[config.mk]
export PLATFORM = sky130hd
export DESIGN_NAME = shake_arbiter_flat
export DESIGN_NICKNAME = d
export VERILOG_FILES = /design/src/rtl/shake_arbiter_if.sv /design/src/rtl/shake_arbiter.sv /design/src/flat_wrapper.sv
export SDC_FILE = /design/constraint.sdc
export NUM_CORES = 1
export LEC_CHECK = 0
export CORE_AREA = 3 3 266 268
export CTS_CLUSTER_SIZE = 14
export DETAILED_ROUTE_END_ITERATION = 10
export DIE_AREA = 0 0 269 271
export GPL_TIMING_DRIVEN = 0
export PLACE_DENSITY_LB_ADDON = 0.05
export SYNTH_ARGS = -nofsm -noshare
export SYNTH_HDL_FRONTEND = slang
export SYNTH_SLANG_ARGS = --single-unit
[constraint.sdc]
create_clock -name clk -period 2.85 [get_ports clk]
set_input_delay 0.855 -clock clk [delete_from_list [all_inputs] [get_ports clk]]
set_output_delay 0.855 -clock clk [all_outputs]
set_load 0.02 [all_outputs]
[src/rtl/shake_arbiter_if.sv]
// Requester-side and core-side signal bundle for the shared SHAKE core arbiter.
// The arbiter takes the slave modport; the requesters/core environment takes master.
interface shake_arbiter_if;
    logic [1:0]   rq_req;
    logic [1:0]   rq_mode0;
    logic [1:0]   rq_mode1;
    logic [7:0]   rq_len0;
    logic [7:0]   rq_len1;
    logic [1:0]   rq_start;
    logic [1:0]   rq_valid;
    logic [127:0] rq_data0;
    logic [127:0] rq_data1;
    logic [1:0]   rq_gnt;
    logic [1:0]   rq_ready;
    logic [1:0]   rq_ovalid;
    logic [127:0] rq_odata;
    logic [1:0]   rq_done;
    logic [1:0]   rq_err;
    logic         busy;
    logic         core_reset;
    logic         core_start;
    logic         core_valid_in;
    logic [127:0] core_data_in;
    logic [1:0]   core_mode;
    logic [7:0]   core_len;
    logic [127:0] core_data_out;
    logic         core_valid_out;
    logic         core_ready_out;
    logic         core_done;

    modport slave (
        input  rq_req, rq_mode0, rq_mode1, rq_len0, rq_len1, rq_start, rq_valid,
               rq_data0, rq_data1, core_data_out, core_valid_out, core_ready_out, core_done,
        output rq_gnt, rq_ready, rq_ovalid, rq_odata, rq_done, rq_err, busy, core_reset,
               core_start, core_valid_in, core_data_in, core_mode, core_len
    );

    modport master (
        output rq_req, rq_mode0, rq_mode1, rq_len0, rq_len1, rq_start, rq_valid,
               rq_data0, rq_data1, core_data_out, core_valid_out, core_ready_out, core_done,
        input  rq_gnt, rq_ready, rq_ovalid, rq_odata, rq_done, rq_err, busy, core_reset,
               core_start, core_valid_in, core_data_in, core_mode, core_len
    );
endinterface

[src/rtl/shake_arbiter.sv]
// Round-robin, whole-job arbiter sharing one shake_core between two requesters.
// Grant 1 cycle after req; core traffic forwarded combinationally; 1-cycle core flush after each job.
module shake_arbiter #(
    parameter int TIMEOUT_CYCLES = 1024,
    parameter int CNT_W          = 11
) (
    input  logic              clk,
    input  logic              reset,
    shake_arbiter_if.slave    bus
);

    typedef enum logic [1:0] {IDLE, ACTIVE, FLUSH} state_t;

    state_t           state, state_nxt;
    logic             owner;
    logic             last;
    logic             owner_pick;
    logic             grant_fire;
    logic             done_fire;
    logic             tmo_fire;
    logic [CNT_W-1:0] wdog;
    logic [1:0]       gnt_q;
    logic [1:0]       done_q;
    logic [1:0]       err_q;
    logic [1:0]       mode_q;
    logic [7:0]       len_q;
    logic [1:0]       own_oh;

    assign own_oh = owner ? 2'b10 : 2'b01;

    always_comb begin
        state_nxt  = state;
        grant_fire = 1'b0;
        done_fire  = 1'b0;
        tmo_fire   = 1'b0;
        // On a tie the requester that did not own the previous job wins.
        owner_pick = (bus.rq_req == 2'b11) ? ~last : bus.rq_req[1];
        case (state)
            IDLE: begin
                if (|bus.rq_req) begin
                    grant_fire = 1'b1;
                    state_nxt  = ACTIVE;
                end
            end
            ACTIVE: begin
                if (bus.core_done) begin
                    done_fire = 1'b1;
                    state_nxt = FLUSH;
                end else if (wdog == CNT_W'(TIMEOUT_CYCLES - 1)) begin
                    tmo_fire  = 1'b1;
                    state_nxt = FLUSH;
                end
            end
            FLUSH:   state_nxt = IDLE;
            default: state_nxt = IDLE;
        endcase
    end

    always_ff @(posedge clk) begin
        if (reset) begin
            state  <= IDLE;
            owner  <= 1'b0;
            last   <= 1'b1;
            wdog   <= '0;
            gnt_q  <= 2'b00;
            done_q <= 2'b00;
            err_q  <= 2'b00;
            mode_q <= 2'b00;
            len_q  <= 8'd0;
        end else begin
            state  <= state_nxt;
            done_q <= 2'b00;
            err_q  <= 2'b00;
            if (grant_fire) begin
                owner  <= owner_pick;
                gnt_q  <= owner_pick ? 2'b10 : 2'b01;
                mode_q <= owner_pick ? bus.rq_mode1 : bus.rq_mode0;
                len_q  <= owner_pick ? bus.rq_len1 : bus.rq_len0;
                wdog   <= '0;
            end
            if (state == ACTIVE) begin
                wdog <= wdog + 1'b1;
            end
            if (done_fire || tmo_fire) begin
                gnt_q  <= 2'b00;
                last   <= owner;
                done_q <= done_fire ? own_oh : 2'b00;
                err_q  <= tmo_fire ? own_oh : 2'b00;
            end
        end
    end

    always_comb begin
        bus.core_start    = 1'b0;
        bus.core_valid_in = 1'b0;
        bus.core_data_in  = '0;
        bus.rq_ready      = 2'b00;
        bus.rq_ovalid     = 2'b00;
        if (state == ACTIVE) begin
            bus.core_start    = owner ? bus.rq_start[1] : bus.rq_start[0];
            bus.core_valid_in = owner ? bus.rq_valid[1] : bus.rq_valid[0];
            bus.core_data_in  = owner ? bus.rq_data1 : bus.rq_data0;
            bus.rq_ready      = own_oh & {2{bus.core_ready_out}};
            bus.rq_ovalid     = own_oh & {2{bus.core_valid_out}};
        end
    end

    assign bus.rq_odata   = bus.core_data_out;
    assign bus.rq_gnt     = gnt_q;
    assign bus.rq_done    = done_q;
    assign bus.rq_err     = err_q;
    assign bus.busy       = (state != IDLE);
    assign bus.core_reset = reset | (state == FLUSH);
    assign bus.core_mode  = mode_q;
    assign bus.core_len   = len_q;

endmodule

[src/flat_wrapper.sv]
// flat-port wrapper written by rule: the top's interface ports become plain ports
module shake_arbiter_flat 
#(
    parameter int TIMEOUT_CYCLES = 1024,
    parameter int CNT_W          = 11
)
  (clk, reset, bus_rq_req, bus_rq_mode0, bus_rq_mode1, bus_rq_len0, bus_rq_len1, bus_rq_start, bus_rq_valid, bus_rq_data0, bus_rq_data1, bus_core_data_out, bus_core_valid_out, bus_core_ready_out, bus_core_done, bus_rq_gnt, bus_rq_ready, bus_rq_ovalid, bus_rq_odata, bus_rq_done, bus_rq_err, bus_busy, bus_core_reset, bus_core_start, bus_core_valid_in, bus_core_data_in, bus_core_mode, bus_core_len);
  shake_arbiter_if bus_i ();
  input  logic clk;
  input  logic reset;
  input wire logic [$bits(bus_i.rq_req)-1:0] bus_rq_req;
  input wire logic [$bits(bus_i.rq_mode0)-1:0] bus_rq_mode0;
  input wire logic [$bits(bus_i.rq_mode1)-1:0] bus_rq_mode1;
  input wire logic [$bits(bus_i.rq_len0)-1:0] bus_rq_len0;
  input wire logic [$bits(bus_i.rq_len1)-1:0] bus_rq_len1;
  input wire logic [$bits(bus_i.rq_start)-1:0] bus_rq_start;
  input wire logic [$bits(bus_i.rq_valid)-1:0] bus_rq_valid;
  input wire logic [$bits(bus_i.rq_data0)-1:0] bus_rq_data0;
  input wire logic [$bits(bus_i.rq_data1)-1:0] bus_rq_data1;
  input wire logic [$bits(bus_i.core_data_out)-1:0] bus_core_data_out;
  input wire logic [$bits(bus_i.core_valid_out)-1:0] bus_core_valid_out;
  input wire logic [$bits(bus_i.core_ready_out)-1:0] bus_core_ready_out;
  input wire logic [$bits(bus_i.core_done)-1:0] bus_core_done;
  output wire logic [$bits(bus_i.rq_gnt)-1:0] bus_rq_gnt;
  output wire logic [$bits(bus_i.rq_ready)-1:0] bus_rq_ready;
  output wire logic [$bits(bus_i.rq_ovalid)-1:0] bus_rq_ovalid;
  output wire logic [$bits(bus_i.rq_odata)-1:0] bus_rq_odata;
  output wire logic [$bits(bus_i.rq_done)-1:0] bus_rq_done;
  output wire logic [$bits(bus_i.rq_err)-1:0] bus_rq_err;
  output wire logic [$bits(bus_i.busy)-1:0] bus_busy;
  output wire logic [$bits(bus_i.core_reset)-1:0] bus_core_reset;
  output wire logic [$bits(bus_i.core_start)-1:0] bus_core_start;
  output wire logic [$bits(bus_i.core_valid_in)-1:0] bus_core_valid_in;
  output wire logic [$bits(bus_i.core_data_in)-1:0] bus_core_data_in;
  output wire logic [$bits(bus_i.core_mode)-1:0] bus_core_mode;
  output wire logic [$bits(bus_i.core_len)-1:0] bus_core_len;
  assign bus_i.rq_req = bus_rq_req;
  assign bus_i.rq_mode0 = bus_rq_mode0;
  assign bus_i.rq_mode1 = bus_rq_mode1;
  assign bus_i.rq_len0 = bus_rq_len0;
  assign bus_i.rq_len1 = bus_rq_len1;
  assign bus_i.rq_start = bus_rq_start;
  assign bus_i.rq_valid = bus_rq_valid;
  assign bus_i.rq_data0 = bus_rq_data0;
  assign bus_i.rq_data1 = bus_rq_data1;
  assign bus_i.core_data_out = bus_core_data_out;
  assign bus_i.core_valid_out = bus_core_valid_out;
  assign bus_i.core_ready_out = bus_core_ready_out;
  assign bus_i.core_done = bus_core_done;
  assign bus_rq_gnt = bus_i.rq_gnt;
  assign bus_rq_ready = bus_i.rq_ready;
  assign bus_rq_ovalid = bus_i.rq_ovalid;
  assign bus_rq_odata = bus_i.rq_odata;
  assign bus_rq_done = bus_i.rq_done;
  assign bus_rq_err = bus_i.rq_err;
  assign bus_busy = bus_i.busy;
  assign bus_core_reset = bus_i.core_reset;
  assign bus_core_start = bus_i.core_start;
  assign bus_core_valid_in = bus_i.core_valid_in;
  assign bus_core_data_in = bus_i.core_data_in;
  assign bus_core_mode = bus_i.core_mode;
  assign bus_core_len = bus_i.core_len;
  shake_arbiter #(.TIMEOUT_CYCLES(TIMEOUT_CYCLES), .CNT_W(CNT_W)) u_core (.clk(clk), .reset(reset), .bus(bus_i));
endmodule
After elaboration in Yosys (flattened, before gate mapping)
Index checks and enable logic that the tools add are counted.

word-level totals
  output and inout port bits = 280
  input port bits = 415
  register bits after elaboration = 31
  word-level logic and storage cells = 58

cells by class
  equal/unequal tests = 6
  add/subtract/negate cells = 1
  reductions and logical operators = 9
  mux-type cells = 26
  bitwise logic cells = 7

operators by type and width
  kind                                                   count
  two-way mux 128 bit                                    2
  two-way mux 11 bit                                     2
  two-way mux 2 bit                                      8
  two-way mux 1 bit                                      12
  adder 11 x 1 -> 11 bit, second input constant          1
  equality test 11 x 10 -> 1 bit, second input constant  1
  two-way mux 8 bit                                      1
  OR reduction 3 bit                                     2
  AND 2 bit                                              2
  equality test 2 bit, second input constant             2
  NOT 1 bit                                              4
  one-hot mux 2 bit (2 select lines)                     1
  nonzero test 2 bit                                     2
  OR reduction 2 bit                                     2
  != test 3 x 2 -> 1 bit, second input constant          1
  equality test 2 x 1 -> 1 bit, second input constant    1
  zero test 2 bit                                        1
  != test 2 x 1 -> 1 bit, second input constant          1
  AND reduction 2 bit                                    1
  logical OR 1 bit                                       1
  bitwise OR 1 bit                                       1

Depth between registers and ports, before layout
Gate-level depths: netlist of the first run.

  word-level depth = 7
  gate-level depth with buffers = 6

Worst setup path after synthesis of the first run
Ideal clock, no wire load.

  path kind = reg-to-output
  start point = register u_core.state[0]
  end point = output port bus_core_data_in[0]
  slack = 0.629 ns
  path buffers = 2
  cell stages (with the launch flop) = 5
  data required time = 1.995 ns
  data arrival time = 1.366 ns
  cell sequence = dfxtp_1 > or2b_1 > clkbuf_1 > buf_1 > nor2_1

on the way
  cells in the longest elaborated chain, start to end = 2

ends and longest elaborated chain
  what                          RTL line             RTL
  start: declaration            shake_arbiter.sv:14  state_t state, state_nxt;
  start signal: assignment      shake_arbiter.sv:71  state <= state_nxt;
  equality test 2 x 1 -> 1 bit  shake_arbiter.sv:99  if (state == ACTIVE) begin
  two-way mux 128 bit           shake_arbiter.sv:99
  end: declaration              flat_wrapper.sv:34   output wire logic [$bits(bus_i.core_data_in)-1:0] bus_core_data_in;

No other way between the ends.

Worst setup path in the final report of the first run
  start point = register u_core.state[0]
  end point = output port bus_core_data_in[112]

Same word-level chain as after synthesis.

==> results.md, run 1 <==
- Global routing finished with a remaining overflow of 0.
- By startpoint and endpoint, the worst setup path is classified as register to output port.
- Global routing used 5.375% of the available met3 tracks.
- The headroom to the max-slew limit is 50.23%.
- The cts-stage hold buffer count is 0.
- The area of the core is 0.06859 mm^2.
- STA puts the critical path data required time at 2000 ps.
- The final setup skew is 4.452 ps.
- The synthesized design contains 31 register bits.
- From left edge to right edge, the die measures 269 um.
- The synthesized net count is 985.
- Yosys instantiated no cell more often than sky130_fd_sc_hd__nor2_1.
- In this run the most used layer during global routing was met2.
- Max-cap violations in this run came to 0.
- Sequential elements use 14.77% of the synthesized area.
- The cell row count is 96.
- The share of layout cells above drive strength 1 is 21.96%.
- For this run, the detailed router's first-pass iteration total came to 5.
- After routing the design area is 0.01131 mm^2.
- Counting the buffers created by CTS gives 5.
- The count of final max-slew check failures is 0.
- The clock tree synthesis step divided the H-tree into 2 levels.
- In the routed design, unresolved DRC markers number 0.
- The clock tree root buffer cell is sky130_fd_sc_hd__clkbuf_16.
- Counting every instance in the synthesized netlist gives 569.
- Among all flip-flop cells after synthesis, the most frequent one is sky130_fd_sc_hd__dfxtp_1.
- For this design the ratio of total power to cell area is 269.5 mW/mm^2.
- The number of buffers inserted by port buffering is 566.
- The hold violation total from the final report was 0.
- Once the floorplan was initialized, standard cells occupied 6.126% of the core.
- The total wire length after detailed routing is 45,190 um.
- Traced cell by cell, the critical path runs through or2b_4 -> clkbuf_8 -> clkbuf_4 -> nor2_1 -> clkdlybuf4s15_1.
- Global routing consumed, over all layers together, 11.67% of the routing resources.
- For this design the static power due to leakage is 4.356 nW.
- The via count of the first global-routing pass is 6,524.
- From bottom edge to top edge, the die measures 271 um.
- STA puts the critical path data arrival time at 1890 ps.
- Yosys mapped a number of flops with a built-in enable equal to 0.
- In the global route stage, met1 resource usage came out at 10.76%.
- The largest net degree at the start of global routing is 11.
- The delay contributed by the slowest stage of the critical path is 390 ps.
- TritonCTS built the clock tree.
- Once placement finished, the instance area stood at 0.01103 mm^2.
- The post-CTS setup buffer count is 0.
- The area added between synthesis and finish is 169.3%.
- The slowest stage of the critical path is the sky130_fd_sc_hd__dfxtp_2 cell.
- The count of nets left with antenna violations after detail routing is 0.
- The worst path uses 96.48% of the clock period.
- The fraction of met2 tracks used by global routing is 22.85%.
- By count the netlist is led by sky130_fd_sc_hd__nor2_1 (151), sky130_fd_sc_hd__mux2i_1 (130), sky130_fd_sc_hd__buf_4 (128), sky130_fd_sc_hd__dfxtp_1 (31), sky130_fd_sc_hd__clkbuf_1 (23).
- The transition time at the pin with the least slew margin is 746.5 ps.
- Hold timing on the final database bottoms out at a slack of 491.0 ps.
- Dividing the detail-routed via count by the number of cells gives 2.918.
- The number of antenna violations at the first check in global routing is 25.
- Sorting the synthesized cells by area gives the leading types as sky130_fd_sc_hd__mux2i_1 (31%), sky130_fd_sc_hd__buf_4 (23%), sky130_fd_sc_hd__dfxtp_1 (15%).
- At the later pin of the worst-skew pair, clock insertion delay measures 280 ps.
- The maximum vdd ir drop is 0.2845 mV.
- The synthesized design spends more area on one cell type than any other, namely sky130_fd_sc_hd__mux2i_1.
- For this run, asynchronously set or reset flops after synthesis account for 0%.
- The mapped cell area is 0.004202 mm^2.
- The number of top-level pins is 695.
- The detailed-route via count is 6,075.
- The top cell type by area accounts for 30.97% of the synthesized area.
- The CTS clock-pin slew for the worst setup and hold paths is 60 ps.
- At the end of routability-driven placement, the weighted congestion stood at 0.7815.
- STA classifies the critical path startpoint as a register.
- The worst setup path is captured at an output port.
- In this run the worst path has a maximum fanout of 10.
- The average cell area after synthesis is 7.384 um^2.
- The netlist uses 40 different library cells.
- The total power of the final layout is 3.049 mW.
- The global-route wire length before repair is 58,440 um.
- The upper clock frequency limit is 363.7 MHz.
- After detailed routing, the average wire length per cell comes to 21.70 um.
- Counting along the longest clock path gives a buffer depth of 2.
- The clock period could shrink to 2750 ps.
- Setup violations remaining at the end of the flow were counted as 0.
- The overall die area is 0.07290 mm^2.
- The number of warnings printed during yosys synthesis is 0.
- The aggregate negative setup slack is 0 ps.
- The run finished with clean final reports.
- At the end of the flow the core is filled with cells to 16.50%.
- Setup repair after global routing left no endpoint under its margin.
- The net count reported at finish is 1,558.
- The placed wire-length estimate after detailed placement is 40,820 um.
- The min-delay analysis places its worst path in the category register to register.
- Counting every sink on the clock net gives 31.
- The DRC marker count from the first detailed-route iteration is 229.
==> registers in the layout, summed over array words and instances, names as in the netlist <==
register              flops
u_core.bus.rq_done        2
u_core.wdog              11
u_core.bus.core_len       8
u_core.owner              1
u_core.bus.rq_gnt         2
u_core.bus.rq_err         2
u_core.bus.core_mode      2
u_core.state              2
u_core.last               1
==> layer usage <==
layer,up-vias,wire length [um]
met4,24,1300
met5,-,152
li1,2947,-
met2,315,24610
met3,59,4913
met1,2730,14210
==> logic make-up after synthesis <==
group / count (synthesis) / synth area share [%]
DFF: 31 / 14.77
buffers and inverters: 171 / 27.46
muxes: 131 / 31.24
and+or+nand+nor: 195 / 19.66
AOI/OAI and AO/OA: 40 / 6.582
adders and majority gates: 1 / 0.2977
==> power breakdown <==
group | switching (mW) | internal, mW | total, mW | leakage [nW]
clock network | 0.211 | 0.435 | 0.646 | 0.0869
registers | 0.0171 | 0.456 | 0.473 | 0.254
logic | 0.918 | 1.01 | 1.93 | 4.02
total | 1.15 | 1.90 | 3.05 | 4.36
==> worst max-delay path: cells and delay by family (launching register included) <==
kind,cells,cell delay [ps]
buffers and inverters,3,780
AND/OR/NAND/NOR,2,440
flip-flops,1,390
==> placed cells by master, fill, tap and decap left out, types with 11 or more instances in the layout <==
cell	n
sky130_fd_sc_hd__a21oi_1	16
sky130_fd_sc_hd__clkbuf_4	11
sky130_fd_sc_hd__clkdlybuf4s15_1	30
sky130_fd_sc_hd__nand2_1	13
sky130_fd_sc_hd__clkdlybuf4s50_1	431
sky130_fd_sc_hd__dfxtp_1	28
sky130_fd_sc_hd__clkdlybuf4s15_2	51
sky130_fd_sc_hd__clkbuf_2	15
sky130_fd_sc_hd__dlygate4sd2_1	38
sky130_fd_sc_hd__buf_4	137
sky130_fd_sc_hd__mux2i_1	130
sky130_fd_sc_hd__nor2_1	151
==> cell type report <==
type                       count  area (um^2)
timing repair buffer         567         5614
buffer                       167         1267
clock buffer                   6        138.9
antenna                        8        20.02
fill                        7823        57270
sequential                    31        624.3
multi-input combinational    367         2439
inverter                       3        11.26
tap                          931         1165
clock inverter                 2        35.03
==> worst paths after layout <==
check                        from                     to  slack, ps  depth (start not counted)
setup / recovery  u_core.state[0]  bus_core_data_in[112]        100                          5
hold / removal     u_core.wdog[7]         u_core.wdog[7]        490                          2
setup reg to reg   u_core.wdog[0]        u_core.wdog[10]       1090                          5
hold reg to reg    u_core.wdog[7]         u_core.wdog[7]        490                          2
==> timing repair <==
item / 4_1_cts / 5_1_grt
gates cloned: 1 / 0
endpoints found under the setup margin: 135 / 109
gates resized for setup: 340 / 30
==> metrics by stage <==
step                setup slack, ps  cells
floorplan                     629.2    569
global placement              -1040   2066
detailed placement            -1050   2066
CTS                          0.6177   2074
global route                 0.4312   2076
finish                        100.4   2082
(Power assumes the default switching activity.)
==> inputs of run 2 (changes only) <==
--- a/config.mk
+++ b/config.mk
@@ -5,10 +5,11 @@
 export SDC_FILE = /design/constraint.sdc
 export NUM_CORES = 1
 export LEC_CHECK = 0
-export CORE_AREA = 3 3 266 268
+export CORE_AREA = 3 3 267 269
 export CTS_CLUSTER_SIZE = 14
 export DETAILED_ROUTE_END_ITERATION = 10
-export DIE_AREA = 0 0 269 271
+export DIE_AREA = 0 0 270 272
+export DONT_BUFFER_PORTS = 1
 export GPL_TIMING_DRIVEN = 0
 export PLACE_DENSITY_LB_ADDON = 0.05
 export SYNTH_ARGS = -nofsm -noshare
==> results.md, run 2 (synthesis gave the netlist of run 1 again) <==
- The run finished with clean final reports.
- The reported max-cap violation count is 0.
- The number of flip-flops in the largest register is 11.
- The pre-antenna-repair detailed-routing pass consisted of 4 iterations.
- CTS saw 31 sinks.
- After the first detailed-routing iteration, the DRC count stood at 98.
- The first global-routing pass estimated 43,660 um of wire.
- The destination of the worst hold path is u_core.wdog[5].
- Measured on the finished design, the core utilization comes to 9.402%.
- For the final database, setup skew stands at 4.688 ps.
- The clock tree root buffer cell is sky130_fd_sc_hd__clkbuf_16.
- From synthesis to final layout, the design area changed by 54.02%.
- The biggest fanout along the worst timing path is 10.
- The total grt overflow is 0.
- The residual DRC count is 0.
- The number of hold buffers added after CTS was 0.
- Data on the critical path is required at its endpoint by 2000 ps.
- The post-CTS setup buffer count is 0.
- The signal on the critical path passes through clkbuf_8 -> buf_4 -> mux2i_1 -> nor2_2.
- The worst setup path is launched from a register.
- For this design the ratio of total power to cell area is 372.1 mW/mm^2.
- The number of top-level pins is 695.
- The via count of the first global-routing pass was 4,654.
- The source-to-sink clock delay at the later pin of the worst-skew pair is 290 ps.
- The number of failing setup endpoints in the final timing report is 0.
- For this design the static power due to leakage is 2.004 nW.
- Clock-pin slew was measured on the worst setup and hold paths at 60 ps.
- The number of buffers inserted by port buffering is 0.
- Setup repair after global routing left no endpoint under its margin.
- The headroom to the max-slew limit is 54.94%.
- The launch point of the worst hold path is u_core.wdog[5].
- The standard cell with the maximum stage delay on the critical path is sky130_fd_sc_hd__dfxtp_1.
- The path category of the worst min-delay check is register to register.
- In the final routed layout, each cell accounts on average for 22.51 um.
- Summing all placed instances gives a cell area of 0.005366 mm^2.
- The overall die width is 270 um.
- In the final layout, the share of cells above drive strength 1 is 54.17%.
- The worst path in the final design needs a cycle of 2702 ps, including I/O delays and setup.
- The net count reported at finish is 991.
- The area of the core is 0.06883 mm^2.
- The arrival time of data at the critical path endpoint is 1850 ps.
- Counting instances, the worst hold path has a depth of 2.
- Grouping stages by cell kind, the critical path spends the most delay in buffers and inverters.
- The delay contributed by the slowest stage of the critical path is 490 ps.
- The kind of end point of the critical path is an output port.
- The total wire length after detailed routing is 33,940 um.
- Timing would allow up to 370.1 MHz.
- Entering global routing, the biggest net connects 11 pins.
- Power comes to 2.408 mW.
- The total non-filler cell area in the finished layout is 0.006471 mm^2.
- For this configuration, the core starts out at a cell density of 6.105%.
- The register containing the most flip-flops in the final layout is u_core.wdog.
- After detailed routing, the number of vias per cell comes to 2.742.
- The transition time at the pin with the least slew margin is 675.9 ps.
- Global routing used 8.483% of the available tracks across all layers.
- In this run the critical register-to-register path is captured at u_core.bus.rq_err[0].
- The count of nets left with antenna violations after detail routing is 0.
- The part of the cycle the worst path needs is 94.81%.
- The detailed-route via count is 4,135.
- The number of antenna violations at the first check in global routing was 3.
- The worst flop-to-flop path startpoint is u_core.wdog[0].
- IR analysis of the VDD net gives a maximum drop of 0.1706 mV.
- The clock passes through at most 2 buffers.
- The overall die area is 0.07344 mm^2.
- Clock tree synthesis inserted a total of 5 buffers.
- The hold violation total from the final report was 0.
- The die extent in y is 272 um.
- The number of cells traversed by the worst register-to-register path is 5.
- The weighted congestion at the end of routability-driven global placement is 0.7654.
- The number of buffer and inverter stages on the critical path is 2.
- The critical path is of the register to output port type.
- After filler insertion, the fill cell instance count of the layout stands at 8,035.
- The number of H-tree branching levels is 2.
- Detailed placement ended at an HPWL of 30,630 um.
- In the layout the commonest cells are sky130_fd_sc_hd__buf_4 (138), sky130_fd_sc_hd__mux2i_1 (128), sky130_fd_sc_hd__nor2_4 (86).
- The count of final max-slew check failures came to 0.
- The commonest non-fill, non-tap cell in the layout is sky130_fd_sc_hd__buf_4.
- The slack of the worst reg-to-reg path is 1020 ps.
- The CTS tree is done.
- Row generation in the floorplan step produced 96 rows.
-- run 2: cell types whose count changed in the layout (fill, tap and decap cells not counted), sizes merged --
| cell | before | now |
|---|---|---|
| clkdlybuf4s50 | 431 | 0 |
| clkdlybuf4s15 | 81 | 0 |
| dlygate4sd2 | 38 | 0 |
| buf | 151 | 143 |
| clkbuf | 38 | 31 |
| diode | 8 | 1 |
| bufinv | 1 | 0 |
| clkdlybuf4s18 | 1 | 0 |
| clkinv | 1 | 0 |
| clkinvlp | 0 | 1 |
-- run 2: layout make-up --
class	count	area, um^2	area share, %
Buffer	167	1305	20.17
Sequential cell	31	621.8	9.609
Tap cell	931	1165	18.00
Clock buffer	7	152.6	2.359
Multi-Input combinational cell	367	3206	49.54
Antenna cell	1	2.502	0.03867
Inverter	3	11.26	0.1740
Clock inverter	1	7.507	0.1160
-- run 2: per-layer routing --
metal  vias to the layer above  share of wire, %  GRT usage [%]
met5                         -             0.050              0
met4                         2               4.1          3.297
met3                        27               6.5          2.317
met2                       292                56          16.64
met1                      2003                33          8.393
li1                       1811                 -              -
-- run 2: power breakdown --
group | internal (mW) | switching [mW] | leakage, nW
clock | 0.372 | 0.226 | 0.0761
combinational | 0.428 | 0.885 | 1.67
sequential | 0.456 | 0.0414 | 0.253
-- run 2: worst max-delay path by stage --
stage                    start               endpoint  slack [ps]  cells after the start
6_report          u_core.owner  bus_core_data_in[100]         150                      4
5_1_grt           u_core.owner  bus_core_data_in[105]          20                      4
4_1_cts        u_core.state[1]   bus_core_data_in[78]          -6                      4
3_5_place_dp      u_core.owner   bus_core_data_in[27]        -710                      5
3_3_place_gp   u_core.state[1]   bus_core_data_in[27]        -730                      4
2_1_floorplan  u_core.state[0]    bus_core_data_in[0]         630                      4
-- run 2: worst reg2reg max path, stage by stage, from the launching register on --
cell and delay, ps:
sky130_fd_sc_hd__dfxtp_1 420, sky130_fd_sc_hd__ha_1 300, sky130_fd_sc_hd__and3_1 240, sky130_fd_sc_hd__nand2_1 120, sky130_fd_sc_hd__nor4_1 440, sky130_fd_sc_hd__and3b_1 240
-- run 2: repair_timing --
action | CTS | global route
pin swaps | 1 | 0
setup endpoints to repair | 134 | 22
gates resized for setup | 276 | 6
cloned | 0 | 0
-- run 2: metrics by stage --
| step | std cells | setup TNS [ps] | hold slack (ps) | worst slack (ps) |
|---|---|---|---|---|
| 2_1_floorplan | 569 | 0 | 453.2 | 629.2 |
| 3_5_place_dp | 1500 | -70310 | 498.1 | -709.1 |
| 6_report | 1508 | 0 | 492.7 | 148.0 |
| 3_3_place_gp | 1500 | -70410 | 499.6 | -734.7 |
| 4_1_cts | 1507 | -16.58 | 506.9 | -5.919 |
| 5_1_grt | 1508 | 0 | 518.4 | 24.33 |
